==> src/rtl/vga_cfg_pkg.sv <==
// rtl/vga_cfg_pkg.sv - field indices, FSM encoding and 640x480 defaults for vga_timing_config
package vga_cfg_pkg;

  localparam logic [3:0] FLD_HFP    = 4'd0;
  localparam logic [3:0] FLD_HSYNC  = 4'd1;
  localparam logic [3:0] FLD_HBP    = 4'd2;
  localparam logic [3:0] FLD_HACT   = 4'd3;
  localparam logic [3:0] FLD_VFP    = 4'd4;
  localparam logic [3:0] FLD_VSYNC  = 4'd5;
  localparam logic [3:0] FLD_VBP    = 4'd6;
  localparam logic [3:0] FLD_VACT   = 4'd7;
  localparam logic [3:0] FLD_SELECT = 4'd8;

  // Porch slots inside a profile: 0 HFP, 1 HSYNC, 2 HBP, 3 VFP, 4 VSYNC, 5 VBP
  localparam int NUM_PORCH = 6;
  // Resolution slots inside a profile: 0 HACT, 1 VACT
  localparam int NUM_REZ   = 2;

  typedef enum logic [1:0] {
    ST_IDLE  = 2'd0,
    ST_PEND  = 2'd1,
    ST_SNAP  = 2'd2,
    ST_APPLY = 2'd3
  } cfg_state_e;

  localparam int DEF_HFP   = 16;
  localparam int DEF_HSYNC = 96;
  localparam int DEF_HBP   = 48;
  localparam int DEF_HACT  = 640;
  localparam int DEF_VFP   = 10;
  localparam int DEF_VSYNC = 2;
  localparam int DEF_VBP   = 33;
  localparam int DEF_VACT  = 480;
  localparam int DEF_HMAX  = 799;
  localparam int DEF_VMAX  = 524;

  // Maps a porch field index onto its slot; HACT/VACT never reach here.
  function automatic logic [2:0] porch_slot(logic [3:0] fld);
    logic [2:0] slot;
    slot = fld[2:0];
    if (fld > FLD_HACT) begin
      slot = fld[2:0] - 3'd1;
    end
    return slot;
  endfunction

endpackage

==> src/rtl/vga_timing_config_if.sv <==
// rtl/vga_timing_config_if.sv - host write/readback port; readback signals under VGA_CFG_READBACK_EN
interface vga_timing_config_if #(
  parameter int ADDR_WIDTH = 6,
  parameter int DATA_WIDTH = 12
);
  logic                  Valid;
  logic [ADDR_WIDTH-1:0] Addr;
  logic [DATA_WIDTH-1:0] Data;
`ifdef VGA_CFG_READBACK_EN
  logic                  Rd_en;
  logic [DATA_WIDTH-1:0] Rd_data;
  logic                  Rd_valid;
`endif

  modport master (
    output Valid,
    output Addr,
    output Data
`ifdef VGA_CFG_READBACK_EN
    ,
    output Rd_en,
    input  Rd_data,
    input  Rd_valid
`endif
  );

  modport slave (
    input  Valid,
    input  Addr,
    input  Data
`ifdef VGA_CFG_READBACK_EN
    ,
    input  Rd_en,
    output Rd_data,
    output Rd_valid
`endif
  );
endinterface

==> src/rtl/vga_cfg_profile_store.sv <==
// rtl/vga_cfg_profile_store.sv - per-profile timing field registers; second read port under VGA_CFG_READBACK_EN
module vga_cfg_profile_store
  import vga_cfg_pkg::*;
#(
  parameter int NUM_PROFILES = 4,
  parameter int PORCH_WIDTH  = 8,
  parameter int REZ_WIDTH    = 11,
  parameter int PW           = $clog2(NUM_PROFILES)
) (
  input  logic                   Clk,
  input  logic                   Rst,
  input  logic                   wr_en,
  input  logic [PW-1:0]          wr_prof,
  input  logic [3:0]             wr_field,
  input  logic [REZ_WIDTH-1:0]   wr_data,
  input  logic [PW-1:0]          snap_prof,
  output logic [PORCH_WIDTH-1:0] snap_porch [NUM_PORCH],
  output logic [REZ_WIDTH-1:0]   snap_rez   [NUM_REZ]
`ifdef VGA_CFG_READBACK_EN
  ,
  input  logic [PW-1:0]          rb_prof,
  output logic [PORCH_WIDTH-1:0] rb_porch [NUM_PORCH],
  output logic [REZ_WIDTH-1:0]   rb_rez   [NUM_REZ]
`endif
);

  logic [PORCH_WIDTH-1:0] porch_q [NUM_PROFILES][NUM_PORCH];
  logic [PORCH_WIDTH-1:0] porch_d [NUM_PROFILES][NUM_PORCH];
  logic [REZ_WIDTH-1:0]   rez_q   [NUM_PROFILES][NUM_REZ];
  logic [REZ_WIDTH-1:0]   rez_d   [NUM_PROFILES][NUM_REZ];

  // Single write port: only the addressed field of the addressed profile changes
  always_comb begin
    porch_d = porch_q;
    rez_d   = rez_q;
    if (wr_en) begin
      if (wr_field == FLD_HACT) begin
        rez_d[wr_prof][0] = wr_data;
      end else if (wr_field == FLD_VACT) begin
        rez_d[wr_prof][1] = wr_data;
      end else begin
        porch_d[wr_prof][porch_slot(wr_field)] = wr_data[PORCH_WIDTH-1:0];
      end
    end
  end

  // Field registers; every profile comes out of reset as 640x480
  always_ff @(posedge Clk) begin
    if (Rst) begin
      for (int p = 0; p < NUM_PROFILES; p++) begin
        porch_q[p][0] <= PORCH_WIDTH'(DEF_HFP);
        porch_q[p][1] <= PORCH_WIDTH'(DEF_HSYNC);
        porch_q[p][2] <= PORCH_WIDTH'(DEF_HBP);
        porch_q[p][3] <= PORCH_WIDTH'(DEF_VFP);
        porch_q[p][4] <= PORCH_WIDTH'(DEF_VSYNC);
        porch_q[p][5] <= PORCH_WIDTH'(DEF_VBP);
        rez_q[p][0]   <= REZ_WIDTH'(DEF_HACT);
        rez_q[p][1]   <= REZ_WIDTH'(DEF_VACT);
      end
    end else begin
      porch_q <= porch_d;
      rez_q   <= rez_d;
    end
  end

  // Full-profile read of the profile being committed
  always_comb begin
    for (int s = 0; s < NUM_PORCH; s++) begin
      snap_porch[s] = porch_q[snap_prof][s];
    end
    for (int s = 0; s < NUM_REZ; s++) begin
      snap_rez[s] = rez_q[snap_prof][s];
    end
  end

`ifdef VGA_CFG_READBACK_EN
  // Independent full-profile read for host readback
  always_comb begin
    for (int s = 0; s < NUM_PORCH; s++) begin
      rb_porch[s] = porch_q[rb_prof][s];
    end
    for (int s = 0; s < NUM_REZ; s++) begin
      rb_rez[s] = rez_q[rb_prof][s];
    end
  end
`endif

endmodule

==> src/rtl/vga_timing_config.sv <==
// rtl/vga_timing_config.sv - multi-profile VGA timing bank with frame-synchronous commit; optional readback via VGA_CFG_READBACK_EN
module vga_timing_config
  import vga_cfg_pkg::*;
#(
  parameter int NUM_PROFILES  = 4,
  parameter int PORCH_WIDTH   = 8,
  parameter int REZ_WIDTH     = 11,
  parameter int REZ_MAX_WIDTH = 12,
  parameter int DATA_WIDTH    = 12,
  parameter int ADDR_WIDTH    = $clog2(NUM_PROFILES) + 4
) (
  input  logic                            Clk,
  input  logic                            Rst,
  vga_timing_config_if.slave              host,
  input  logic                            Frame_end,
  output logic                            Pending,
  output logic                            Load_config,
  output logic                            Cfg_error,
  output logic [$clog2(NUM_PROFILES)-1:0] Active_profile,
  output logic [PORCH_WIDTH-1:0]          H_front_porch,
  output logic [PORCH_WIDTH-1:0]          H_sync_width,
  output logic [PORCH_WIDTH-1:0]          H_back_porch,
  output logic [PORCH_WIDTH-1:0]          V_front_porch,
  output logic [PORCH_WIDTH-1:0]          V_sync_width,
  output logic [PORCH_WIDTH-1:0]          V_back_porch,
  output logic [REZ_WIDTH-1:0]            H_count_activ,
  output logic [REZ_WIDTH-1:0]            V_count_activ,
  output logic [REZ_MAX_WIDTH-1:0]        H_count_max,
  output logic [REZ_MAX_WIDTH-1:0]        V_count_max
);

  localparam int PW = $clog2(NUM_PROFILES);
  // One extra bit so an oversized total is detectable rather than wrapping
  localparam int TW = REZ_MAX_WIDTH + 1;

  logic [3:0]    field;
  logic [PW-1:0] wr_prof;
  logic          is_select;
  logic          is_field_wr;
  logic          unused_data;

  assign field       = host.Addr[3:0];
  assign wr_prof     = host.Addr[ADDR_WIDTH-1:4];
  assign is_select   = host.Valid && (field == FLD_SELECT);
  assign is_field_wr = host.Valid && (field < FLD_SELECT);
  assign unused_data = ^host.Data;

  cfg_state_e             state_q, state_d;
  logic [PW-1:0]          sel_idx_q, sel_idx_d;
  logic                   resel_q, resel_d;
  logic [PW-1:0]          stg_idx_q, stg_idx_d;
  logic [PORCH_WIDTH-1:0] stg_porch_q [NUM_PORCH];
  logic [PORCH_WIDTH-1:0] stg_porch_d [NUM_PORCH];
  logic [REZ_WIDTH-1:0]   stg_rez_q   [NUM_REZ];
  logic [REZ_WIDTH-1:0]   stg_rez_d   [NUM_REZ];
  logic [TW-1:0]          h_total_q, h_total_d;
  logic [TW-1:0]          v_total_q, v_total_d;
  logic [PORCH_WIDTH-1:0] out_porch_q [NUM_PORCH];
  logic [PORCH_WIDTH-1:0] out_porch_d [NUM_PORCH];
  logic [REZ_WIDTH-1:0]   out_hact_q, out_hact_d;
  logic [REZ_WIDTH-1:0]   out_vact_q, out_vact_d;
  logic [REZ_MAX_WIDTH-1:0] hmax_q, hmax_d;
  logic [REZ_MAX_WIDTH-1:0] vmax_q, vmax_d;
  logic [PW-1:0]          active_q, active_d;
  logic                   load_q, load_d;
  logic                   err_q, err_d;
  logic                   h_ok, v_ok;

  logic [PORCH_WIDTH-1:0] snap_porch [NUM_PORCH];
  logic [REZ_WIDTH-1:0]   snap_rez   [NUM_REZ];

`ifdef VGA_CFG_READBACK_EN
  logic [PORCH_WIDTH-1:0] rb_porch [NUM_PORCH];
  logic [REZ_WIDTH-1:0]   rb_rez   [NUM_REZ];
  logic [DATA_WIDTH-1:0]  rd_data_q, rd_data_d;
  logic                   rd_valid_q, rd_valid_d;
`endif

  vga_cfg_profile_store #(
    .NUM_PROFILES (NUM_PROFILES),
    .PORCH_WIDTH  (PORCH_WIDTH),
    .REZ_WIDTH    (REZ_WIDTH),
    .PW           (PW)
  ) u_store (
    .Clk        (Clk),
    .Rst        (Rst),
    .wr_en      (is_field_wr),
    .wr_prof    (wr_prof),
    .wr_field   (field),
    .wr_data    (host.Data[REZ_WIDTH-1:0]),
    .snap_prof  (sel_idx_q),
    .snap_porch (snap_porch),
    .snap_rez   (snap_rez)
`ifdef VGA_CFG_READBACK_EN
    ,
    .rb_prof    (wr_prof),
    .rb_porch   (rb_porch),
    .rb_rez     (rb_rez)
`endif
  );

  // A total is usable only if it fits the counter and is not empty
  assign h_ok = !h_total_q[REZ_MAX_WIDTH] && (h_total_q != '0);
  assign v_ok = !v_total_q[REZ_MAX_WIDTH] && (v_total_q != '0);

  // Commit FSM: latch selection, snapshot on frame end, sum, then apply or reject
  always_comb begin
    state_d     = state_q;
    sel_idx_d   = sel_idx_q;
    resel_d     = resel_q;
    stg_idx_d   = stg_idx_q;
    stg_porch_d = stg_porch_q;
    stg_rez_d   = stg_rez_q;
    h_total_d   = h_total_q;
    v_total_d   = v_total_q;
    out_porch_d = out_porch_q;
    out_hact_d  = out_hact_q;
    out_vact_d  = out_vact_q;
    hmax_d      = hmax_q;
    vmax_d      = vmax_q;
    active_d    = active_q;
    load_d      = 1'b0;
    err_d       = 1'b0;

    if (is_select) begin
      sel_idx_d = host.Data[PW-1:0];
    end

    case (state_q)
      ST_IDLE: begin
        if (is_select) begin
          state_d = ST_PEND;
        end
      end
      ST_PEND: begin
        if (Frame_end) begin
          state_d     = ST_SNAP;
          stg_idx_d   = sel_idx_q;
          stg_porch_d = snap_porch;
          stg_rez_d   = snap_rez;
          // A SELECT landing on the snapshot edge is for the next commit
          resel_d     = is_select;
        end
      end
      ST_SNAP: begin
        state_d   = ST_APPLY;
        h_total_d = TW'(stg_rez_q[0]) + TW'(stg_porch_q[0])
                  + TW'(stg_porch_q[1]) + TW'(stg_porch_q[2]);
        v_total_d = TW'(stg_rez_q[1]) + TW'(stg_porch_q[3])
                  + TW'(stg_porch_q[4]) + TW'(stg_porch_q[5]);
        if (is_select) begin
          resel_d = 1'b1;
        end
      end
      ST_APPLY: begin
        if (h_ok && v_ok) begin
          out_porch_d = stg_porch_q;
          out_hact_d  = stg_rez_q[0];
          out_vact_d  = stg_rez_q[1];
          hmax_d      = h_total_q[REZ_MAX_WIDTH-1:0] - REZ_MAX_WIDTH'(1);
          vmax_d      = v_total_q[REZ_MAX_WIDTH-1:0] - REZ_MAX_WIDTH'(1);
          active_d    = stg_idx_q;
          load_d      = 1'b1;
        end else begin
          err_d = 1'b1;
        end
        state_d = (resel_q || is_select) ? ST_PEND : ST_IDLE;
        resel_d = 1'b0;
      end
      default: begin
        state_d = ST_IDLE;
      end
    endcase
  end

  // State, staging and output registers; reset restores 640x480 and drops any commit
  always_ff @(posedge Clk) begin
    if (Rst) begin
      state_q        <= ST_IDLE;
      sel_idx_q      <= '0;
      resel_q        <= 1'b0;
      stg_idx_q      <= '0;
      for (int s = 0; s < NUM_PORCH; s++) begin
        stg_porch_q[s] <= '0;
      end
      for (int s = 0; s < NUM_REZ; s++) begin
        stg_rez_q[s] <= '0;
      end
      h_total_q      <= '0;
      v_total_q      <= '0;
      out_porch_q[0] <= PORCH_WIDTH'(DEF_HFP);
      out_porch_q[1] <= PORCH_WIDTH'(DEF_HSYNC);
      out_porch_q[2] <= PORCH_WIDTH'(DEF_HBP);
      out_porch_q[3] <= PORCH_WIDTH'(DEF_VFP);
      out_porch_q[4] <= PORCH_WIDTH'(DEF_VSYNC);
      out_porch_q[5] <= PORCH_WIDTH'(DEF_VBP);
      out_hact_q     <= REZ_WIDTH'(DEF_HACT);
      out_vact_q     <= REZ_WIDTH'(DEF_VACT);
      hmax_q         <= REZ_MAX_WIDTH'(DEF_HMAX);
      vmax_q         <= REZ_MAX_WIDTH'(DEF_VMAX);
      active_q       <= '0;
      load_q         <= 1'b0;
      err_q          <= 1'b0;
    end else begin
      state_q     <= state_d;
      sel_idx_q   <= sel_idx_d;
      resel_q     <= resel_d;
      stg_idx_q   <= stg_idx_d;
      stg_porch_q <= stg_porch_d;
      stg_rez_q   <= stg_rez_d;
      h_total_q   <= h_total_d;
      v_total_q   <= v_total_d;
      out_porch_q <= out_porch_d;
      out_hact_q  <= out_hact_d;
      out_vact_q  <= out_vact_d;
      hmax_q      <= hmax_d;
      vmax_q      <= vmax_d;
      active_q    <= active_d;
      load_q      <= load_d;
      err_q       <= err_d;
    end
  end

  assign Pending        = (state_q != ST_IDLE);
  assign Load_config    = load_q;
  assign Cfg_error      = err_q;
  assign Active_profile = active_q;
  assign H_front_porch  = out_porch_q[0];
  assign H_sync_width   = out_porch_q[1];
  assign H_back_porch   = out_porch_q[2];
  assign V_front_porch  = out_porch_q[3];
  assign V_sync_width   = out_porch_q[4];
  assign V_back_porch   = out_porch_q[5];
  assign H_count_activ  = out_hact_q;
  assign V_count_activ  = out_vact_q;
  assign H_count_max    = hmax_q;
  assign V_count_max    = vmax_q;

`ifdef VGA_CFG_READBACK_EN
  // Readback mux over current storage, so a same-cycle write returns the old value
  always_comb begin
    rd_data_d  = rd_data_q;
    rd_valid_d = host.Rd_en;
    if (host.Rd_en) begin
      case (field)
        FLD_HFP:    rd_data_d = DATA_WIDTH'(rb_porch[0]);
        FLD_HSYNC:  rd_data_d = DATA_WIDTH'(rb_porch[1]);
        FLD_HBP:    rd_data_d = DATA_WIDTH'(rb_porch[2]);
        FLD_HACT:   rd_data_d = DATA_WIDTH'(rb_rez[0]);
        FLD_VFP:    rd_data_d = DATA_WIDTH'(rb_porch[3]);
        FLD_VSYNC:  rd_data_d = DATA_WIDTH'(rb_porch[4]);
        FLD_VBP:    rd_data_d = DATA_WIDTH'(rb_porch[5]);
        FLD_VACT:   rd_data_d = DATA_WIDTH'(rb_rez[1]);
        FLD_SELECT: rd_data_d = DATA_WIDTH'(sel_idx_q);
        default:    rd_data_d = '0;
      endcase
    end
  end

  // Readback response registers
  always_ff @(posedge Clk) begin
    if (Rst) begin
      rd_data_q  <= '0;
      rd_valid_q <= 1'b0;
    end else begin
      rd_data_q  <= rd_data_d;
      rd_valid_q <= rd_valid_d;
    end
  end

  assign host.Rd_data  = rd_data_q;
  assign host.Rd_valid = rd_valid_q;
`endif

endmodule
==> src/flat_wrapper.sv <==
// flat-port wrapper written by rule: the top's interface ports become plain ports
module vga_timing_config_flat import vga_cfg_pkg::*;
#(
  parameter int NUM_PROFILES  = 4,
  parameter int PORCH_WIDTH   = 8,
  parameter int REZ_WIDTH     = 11,
  parameter int REZ_MAX_WIDTH = 12,
  parameter int DATA_WIDTH    = 12,
  parameter int ADDR_WIDTH    = $clog2(NUM_PROFILES) + 4
)
  (Clk, Rst, Frame_end, Pending, Load_config, Cfg_error, Active_profile, H_front_porch, H_sync_width, H_back_porch, V_front_porch, V_sync_width, V_back_porch, H_count_activ, V_count_activ, H_count_max, V_count_max, host_Valid, host_Addr, host_Data);
  vga_timing_config_if #(.ADDR_WIDTH(ADDR_WIDTH), .DATA_WIDTH(DATA_WIDTH)) host_i ();
  input  logic Clk;
  input  logic Rst;
  input  logic Frame_end;
  output logic Pending;
  output logic Load_config;
  output logic Cfg_error;
  output logic [$clog2(NUM_PROFILES)-1:0] Active_profile;
  output logic [PORCH_WIDTH-1:0] H_front_porch;
  output logic [PORCH_WIDTH-1:0] H_sync_width;
  output logic [PORCH_WIDTH-1:0] H_back_porch;
  output logic [PORCH_WIDTH-1:0] V_front_porch;
  output logic [PORCH_WIDTH-1:0] V_sync_width;
  output logic [PORCH_WIDTH-1:0] V_back_porch;
  output logic [REZ_WIDTH-1:0] H_count_activ;
  output logic [REZ_WIDTH-1:0] V_count_activ;
  output logic [REZ_MAX_WIDTH-1:0] H_count_max;
  output logic [REZ_MAX_WIDTH-1:0] V_count_max;
  input wire logic [$bits(host_i.Valid)-1:0] host_Valid;
  input wire logic [$bits(host_i.Addr)-1:0] host_Addr;
  input wire logic [$bits(host_i.Data)-1:0] host_Data;
  assign host_i.Valid = host_Valid;
  assign host_i.Addr = host_Addr;
  assign host_i.Data = host_Data;
  vga_timing_config #(.NUM_PROFILES(NUM_PROFILES), .PORCH_WIDTH(PORCH_WIDTH), .REZ_WIDTH(REZ_WIDTH), .REZ_MAX_WIDTH(REZ_MAX_WIDTH), .DATA_WIDTH(DATA_WIDTH), .ADDR_WIDTH(ADDR_WIDTH)) u_core (.Clk(Clk), .Rst(Rst), .host(host_i), .Frame_end(Frame_end), .Pending(Pending), .Load_config(Load_config), .Cfg_error(Cfg_error), .Active_profile(Active_profile), .H_front_porch(H_front_porch), .H_sync_width(H_sync_width), .H_back_porch(H_back_porch), .V_front_porch(V_front_porch), .V_sync_width(V_sync_width), .V_back_porch(V_back_porch), .H_count_activ(H_count_activ), .V_count_activ(V_count_activ), .H_count_max(H_count_max), .V_count_max(V_count_max));
endmodule
==> config.mk <==
export PLATFORM = sky130hd
export DESIGN_NAME = vga_timing_config_flat
export DESIGN_NICKNAME = d
export VERILOG_FILES = /design/src/rtl/vga_cfg_pkg.sv /design/src/rtl/vga_timing_config_if.sv /design/src/rtl/vga_cfg_profile_store.sv /design/src/rtl/vga_timing_config.sv /design/src/flat_wrapper.sv
export SDC_FILE = /design/constraint.sdc
export NUM_CORES = 1
export LEC_CHECK = 0
export BUFFER_PORTS_ARGS = -buffer_cell sky130_fd_sc_hd__buf_4
export CORE_ASPECT_RATIO = 1.2
export CORE_UTILIZATION = 47
export DETAILED_ROUTE_END_ITERATION = 8
export GPL_ROUTABILITY_DRIVEN = 0
export MAX_ROUTING_LAYER = met4
export PLACE_DENSITY = 0.68
export SYNTH_ARGS = -nofsm -noshare
export SYNTH_HDL_FRONTEND = slang
export SYNTH_HIERARCHICAL = 1
export SYNTH_SLANG_ARGS = --single-unit
==> constraint.sdc <==
create_clock -name Clk -period 4.4 [get_ports Clk]
set_input_delay 0.22 -clock Clk [delete_from_list [all_inputs] [get_ports Clk]]
set_output_delay 0.22 -clock Clk [all_outputs]
set_load 0.05 [all_outputs]
-- After elaboration in Yosys (flattened, before gate mapping)
Index checks and enable logic that the tools add are counted.
Widths: inputs -> output; s select.
- input port bits: 22
- register bits: 481
- mux-type cells: 32
- reductions and logical operators: 23
- eq/ne operators: 9
- bitwise operators: 6
- $lt $le $gt $ge: 7
- add/sub/neg operators: 9
- operators with widths (cell ; number):
    $bwmux 192 ; 1
    $bwmux 88 ; 2
    $mux 88 ; 2
    $mux 48 ; 3
    $bmux 48 s2 ; 1
    $demux 48 s2 ; 1
    $demux 22 s2 ; 2
    $mux 22 ; 3
    $add 13x8->13 ; 4
    $bmux 22 s2 ; 1
    $reduce_bool 13->1 ; 2
    $add 11x8->12 ; 2
    $demux 8 s3 ; 1
    $sub 12x1->12 const B ; 2
    $mux 3 ; 4
    $mux 11 ; 1
    $mux 8 ; 1
    $pmux 2 s4 ; 1
    $reduce_and 2->1 ; 4
    $logic_and 1x1->1 ; 7
    $ge 3x3->1 const B ; 2
    $not 2->3 ; 2
    $reduce_and 3->1 ; 2
    $mux 1 ; 5
    other kinds (23) ; 30

-- Depth between registers and ports, before layout
- depth in word-level cells: 13
- gate-level depth with buffers: 12
- gate-level depth less buffers: 12

-- Modules after synthesis
Netlist, hierarchy kept.
- modules (own cells, without submodules) (module ; area an instance (um^2) ; times used ; seq. area each (um^2) ; cells each):
    vga_cfg_profile_store ; 12385.6 ; 1 ; 5605.4 ; 1130
    vga_timing_config ; 9039.9 ; 1 ; 3983.8 ; 1088

-- Least setup slack after synthesis
Ideal clock, no wire load.
- kind: register to register
- from: register u_core/stg_porch_q[25] in the netlist's numbering
- to: register u_core.h_total_q[7]
- arrival time: 3264 ps
- period minus slack after synthesis: 3370 ps
- stages on the path, launching flop included: 13
- slack: 1030 ps
- buffers on the path: 0
- cells stage by stage: dfxtp_1 -> inv_1 -> fa_1 -> inv_1 -> fa_1 -> ha_1 -> inv_1 -> fa_1 -> nand2b_1 -> a21oi_1 -> a31oi_1 -> or4b_2 -> o311ai_0
- cells in the longest elaborated chain, start to end: 1
- ends and longest elaborated chain (item ; line ; text):
    start: declaration ; vga_timing_config.sv:52 ; logic [PORCH_WIDTH-1:0] stg_porch_q [NUM_PORCH];
    start signal: assignment ; vga_timing_config.sv:209 ; stg_porch_q <= stg_porch_d;
    $add 13x8->13 ; vga_timing_config.sv:148 ; + TW'(stg_porch_q[1]) + TW'(stg_porch_q[2]);
    end signal: assignment ; vga_timing_config.sv:211 ; h_total_q <= h_total_d;
    end: declaration ; vga_timing_config.sv:56 ; logic [TW-1:0] h_total_q, h_total_d;
Every way passes these cells.
A chain may end at the register's enable or synchronous reset.

-- Worst setup path after layout
Same ends and word-level chain as after synthesis.

==> impl_metrics.tcl <==
set metrics [dict create \
    outcome "finished, final reports clean" \
    critPathMaxStageDelay_ps 640 \
    grt_pass1_wl_um 86390 \
    core_um2 44880 \
    ys_types 62 \
    p_leak_nw 10.05 \
    power_frac_clock_pct 42.9 \
    synth_top_area_share_pct 44.76 \
    fillers 4011 \
    drv_slew 0 \
    syn_inst 2218 \
    clockBufferDepth 3 \
    ir_worst_vdd_uv 277.6 \
    synth_ff_type "dfxtp_1" \
    async_flop_share_pct 0 \
    first_global_vias 15440 \
    dieArea_um2 46450 \
    grt.overflow.total 0 \
    clk_pin_slew_ps 60 \
    synth-edff-count 0 \
    synth.area.top_cells "dfxtp_1, mux2i_1, mux4_2" \
    cp-start-kind "register" \
    combPwrFrac_pct 7.9 \
    area_growth_pct 12.94 \
    finalSetupTns_ps 0 \
    root_buffer "clkbuf_16" \
    setup.worst_path.end_class "register" \
    synth_area_leader_cell "dfxtp_1" \
    yosys.cell_count.top_type "dfxtp_1" \
    final_util_pct 53.92 \
    synth-seq-cells 479 \
    p_sw_share_pct 24.30 \
    drc 0 \
    max_slew_margin_pct 22.12 \
    drive_above_1_share_pct 13.80 \
    dr.pass1.iters 5 \
    r2r_cells 12 \
    cts_inserted_buffers 46 \
    clock-sinks 479 \
    rows 85 \
    diodes 0 \
    cp.arrival_ps 4120 \
    drt_iter0_drc 1048 \
    finalCritPeriodShare_pct 83.61 \
    via_per_inst 5.422 \
    p_int_mw 6.823 \
    min_period_ps 3679 \
    die_y_um 235.9 \
    critical_path_peak_fanout 5 \
    seq_area_frac_synth_pct 44.76 \
    finalNetCount 2346 \
    cp_cell_sequence "inv_1 > fa_1 > inv_1 > fa_1 > ha_1 > inv_1 > fa_1 > nand2b_1 > a21oi_1 > a31oi_1 > or4b_2 > o311ai_0" \
    holdBufCountCts 11 \
    start_util_pct 47.74 \
    ys_warn_count 6 \
    min_path_cells 2 \
    drv_cap 0 \
    netSwitchingPower_mw 2.190 \
    tightest_slew_ps 1168 \
    portBuffers 119 \
    syn_area_per_cell_um2 9.660 \
    fp.dieW_um 196.9 \
    tritoncts "yes" \
    netlist_area_um2 21430 \
    htree_levels 2 \
    totalWireLength_um 55300 \
    post_cts_buffers 0 \
    antenna_left 0 \
    clk-insertion-delay-late_ps 560 \
    syn_nets 2303 \
    power_density_nw_per_um2 372.5 \
    ctsResizeCount 0 \
    grt_max_degree 194 \
    routedWlPerCell_um 19.03 \
    antenna_found_initial 0 \
    crit_slowest_cell "or4b_2" \
    worst_slack_ps 721.2 \
    rsz0062_at_grt "false" \
    fmax_mhz 271.8 \
    critPathRequiredTime_ps 4840 \
    grtUsageTotal_pct 24.36 \
    criticalPathCategory "reg2reg" \
    boundaryPins 121 \
    ys_top_cells_by_count "dfxtp_1, nand2_1, mux2i_1" \
    vias 15756 \
    pre_cts_ws_ps 765.1 \
    hold_viol_final 0 \
    finalSetupViolations 0 \
    seq_power_share_pct 49.2 \
    dpl.hpwl_um 38020 \
    hold_path_class "in2reg" \
    skew_ps 10.10 \
]
layer usage:
layer | wire [um] | track usage [%] | up-vias
li1 | - | - | 7588
met1 | 23840 | 30.23 | 7698
met2 | 26990 | 40.39 | 371
met3 | 2394 | 3.003 | 99
met4 | 2073 | 9.255 | 0
met5 | 0 | - | -
power groups by stage:
stage	sequential, mW	clock (mW)	combinational [mW]
floorplan	4.51	0	0.524
global placement	4.53	0	0.681
detailed placement	4.53	0	0.699
CTS	4.43	3.94	0.709
global route	4.44	4.11	0.778
finish	4.44	3.87	0.711
area by class of cell:
cell class                 instances  area (um^2)  area share, %
sequential                       479         9597          39.66
tap                              609        762.0          3.149
clock inverter                    10        87.58         0.3619
clock buffer                      74         1378          5.693
inverter                          98        367.9          1.520
timing repair buffer             153         1196          4.943
multi-input combinational       1483        10810          44.67
state kept, by name, summed over array words and instances, names as in the netlist, 8 cells and up:
| signal | flops |
|---|---|
| u_core/H_count_activ | 11 |
| u_core/u_store/porch_q | 192 |
| u_core/u_store/rez_q | 88 |
| u_core/H_back_porch | 8 |
| u_core/V_back_porch | 8 |
| u_core/V_sync_width | 8 |
| u_core/stg_rez_q | 22 |
| u_core/v_total_q | 12 |
| u_core/V_front_porch | 8 |
| u_core/V_count_activ | 11 |
| u_core/H_count_max | 12 |
| u_core/stg_porch_q | 48 |
| u_core/h_total_q | 12 |
| u_core/H_front_porch | 8 |
| u_core/H_sync_width | 8 |
| u_core/V_count_max | 12 |
kinds of logic (layout without fill, tap and decap cells):
group / count (synthesis) / after routing / synth area share (%)
adders and majority gates: 63 / 63 / 4.800
xor gates and xnor gates: 30 / 30 / 1.226
and+or+nand+nor: 782 / 782 / 17.14
DFF: 479 / 479 / 44.76
AOI/OAI and AO/OA: 307 / 307 / 9.075
buffers and inverters: 256 / 335 / 4.853
muxes: 301 / 301 / 18.15
worst paths after layout:
kind	startpoint	end	slack, ps
min reg2reg	u_core/stg_porch_q[17]$_SDFFE_PP0P_	u_core/stg_porch_q[17]$_SDFFE_PP0P_	460
max	u_core/stg_porch_q[25]$_SDFFE_PP0P_	u_core/h_total_q[7]$_SDFFE_PP0P_	720
max reg2reg	u_core/stg_porch_q[25]$_SDFFE_PP0P_	u_core/h_total_q[7]$_SDFFE_PP0P_	720
min	Rst	u_core/state_q[1]$_SDFFE_PP0P_	110
critical path, delay by kind of cell (launching register included):
kind	cells	cell delay, ps
adders and majority gates	4	1650
and+or+nand+nor	2	800
AOI/OAI and AO/OA	3	560
DFF	1	350
buffers and inverters	3	200
through the flow:
step	total power, mW	instance area, um^2	std cells	hold slack (ps)
2_1_floorplan	5.037	21430	2218	337.9
3_3_place_gp	5.211	22620	2811	437.6
3_5_place_dp	5.231	22620	2811	445.9
4_1_cts	9.085	24200	2906	95.91
5_1_grt	9.329	24200	2906	129.3
6_report	9.013	24200	2906	112.1
placed cells by master, fill, tap and decap left out, types with 15 or more instances in the layout:
cell type	count
ha_1	31
clkbuf_16	47
mux2i_1	231
nor2_1	129
nor3_1	20
dfxtp_1	477
buf_4	140
fa_1	32
xor2_1	19
inv_1	98
a21oi_1	182
a31oi_1	15
a211o_1	21
nand2b_1	168
clkbuf_1	17
nand2_1	370
mux4_2	70
nand3_1	32
Note: power is estimated with default switching activity, not from simulation.
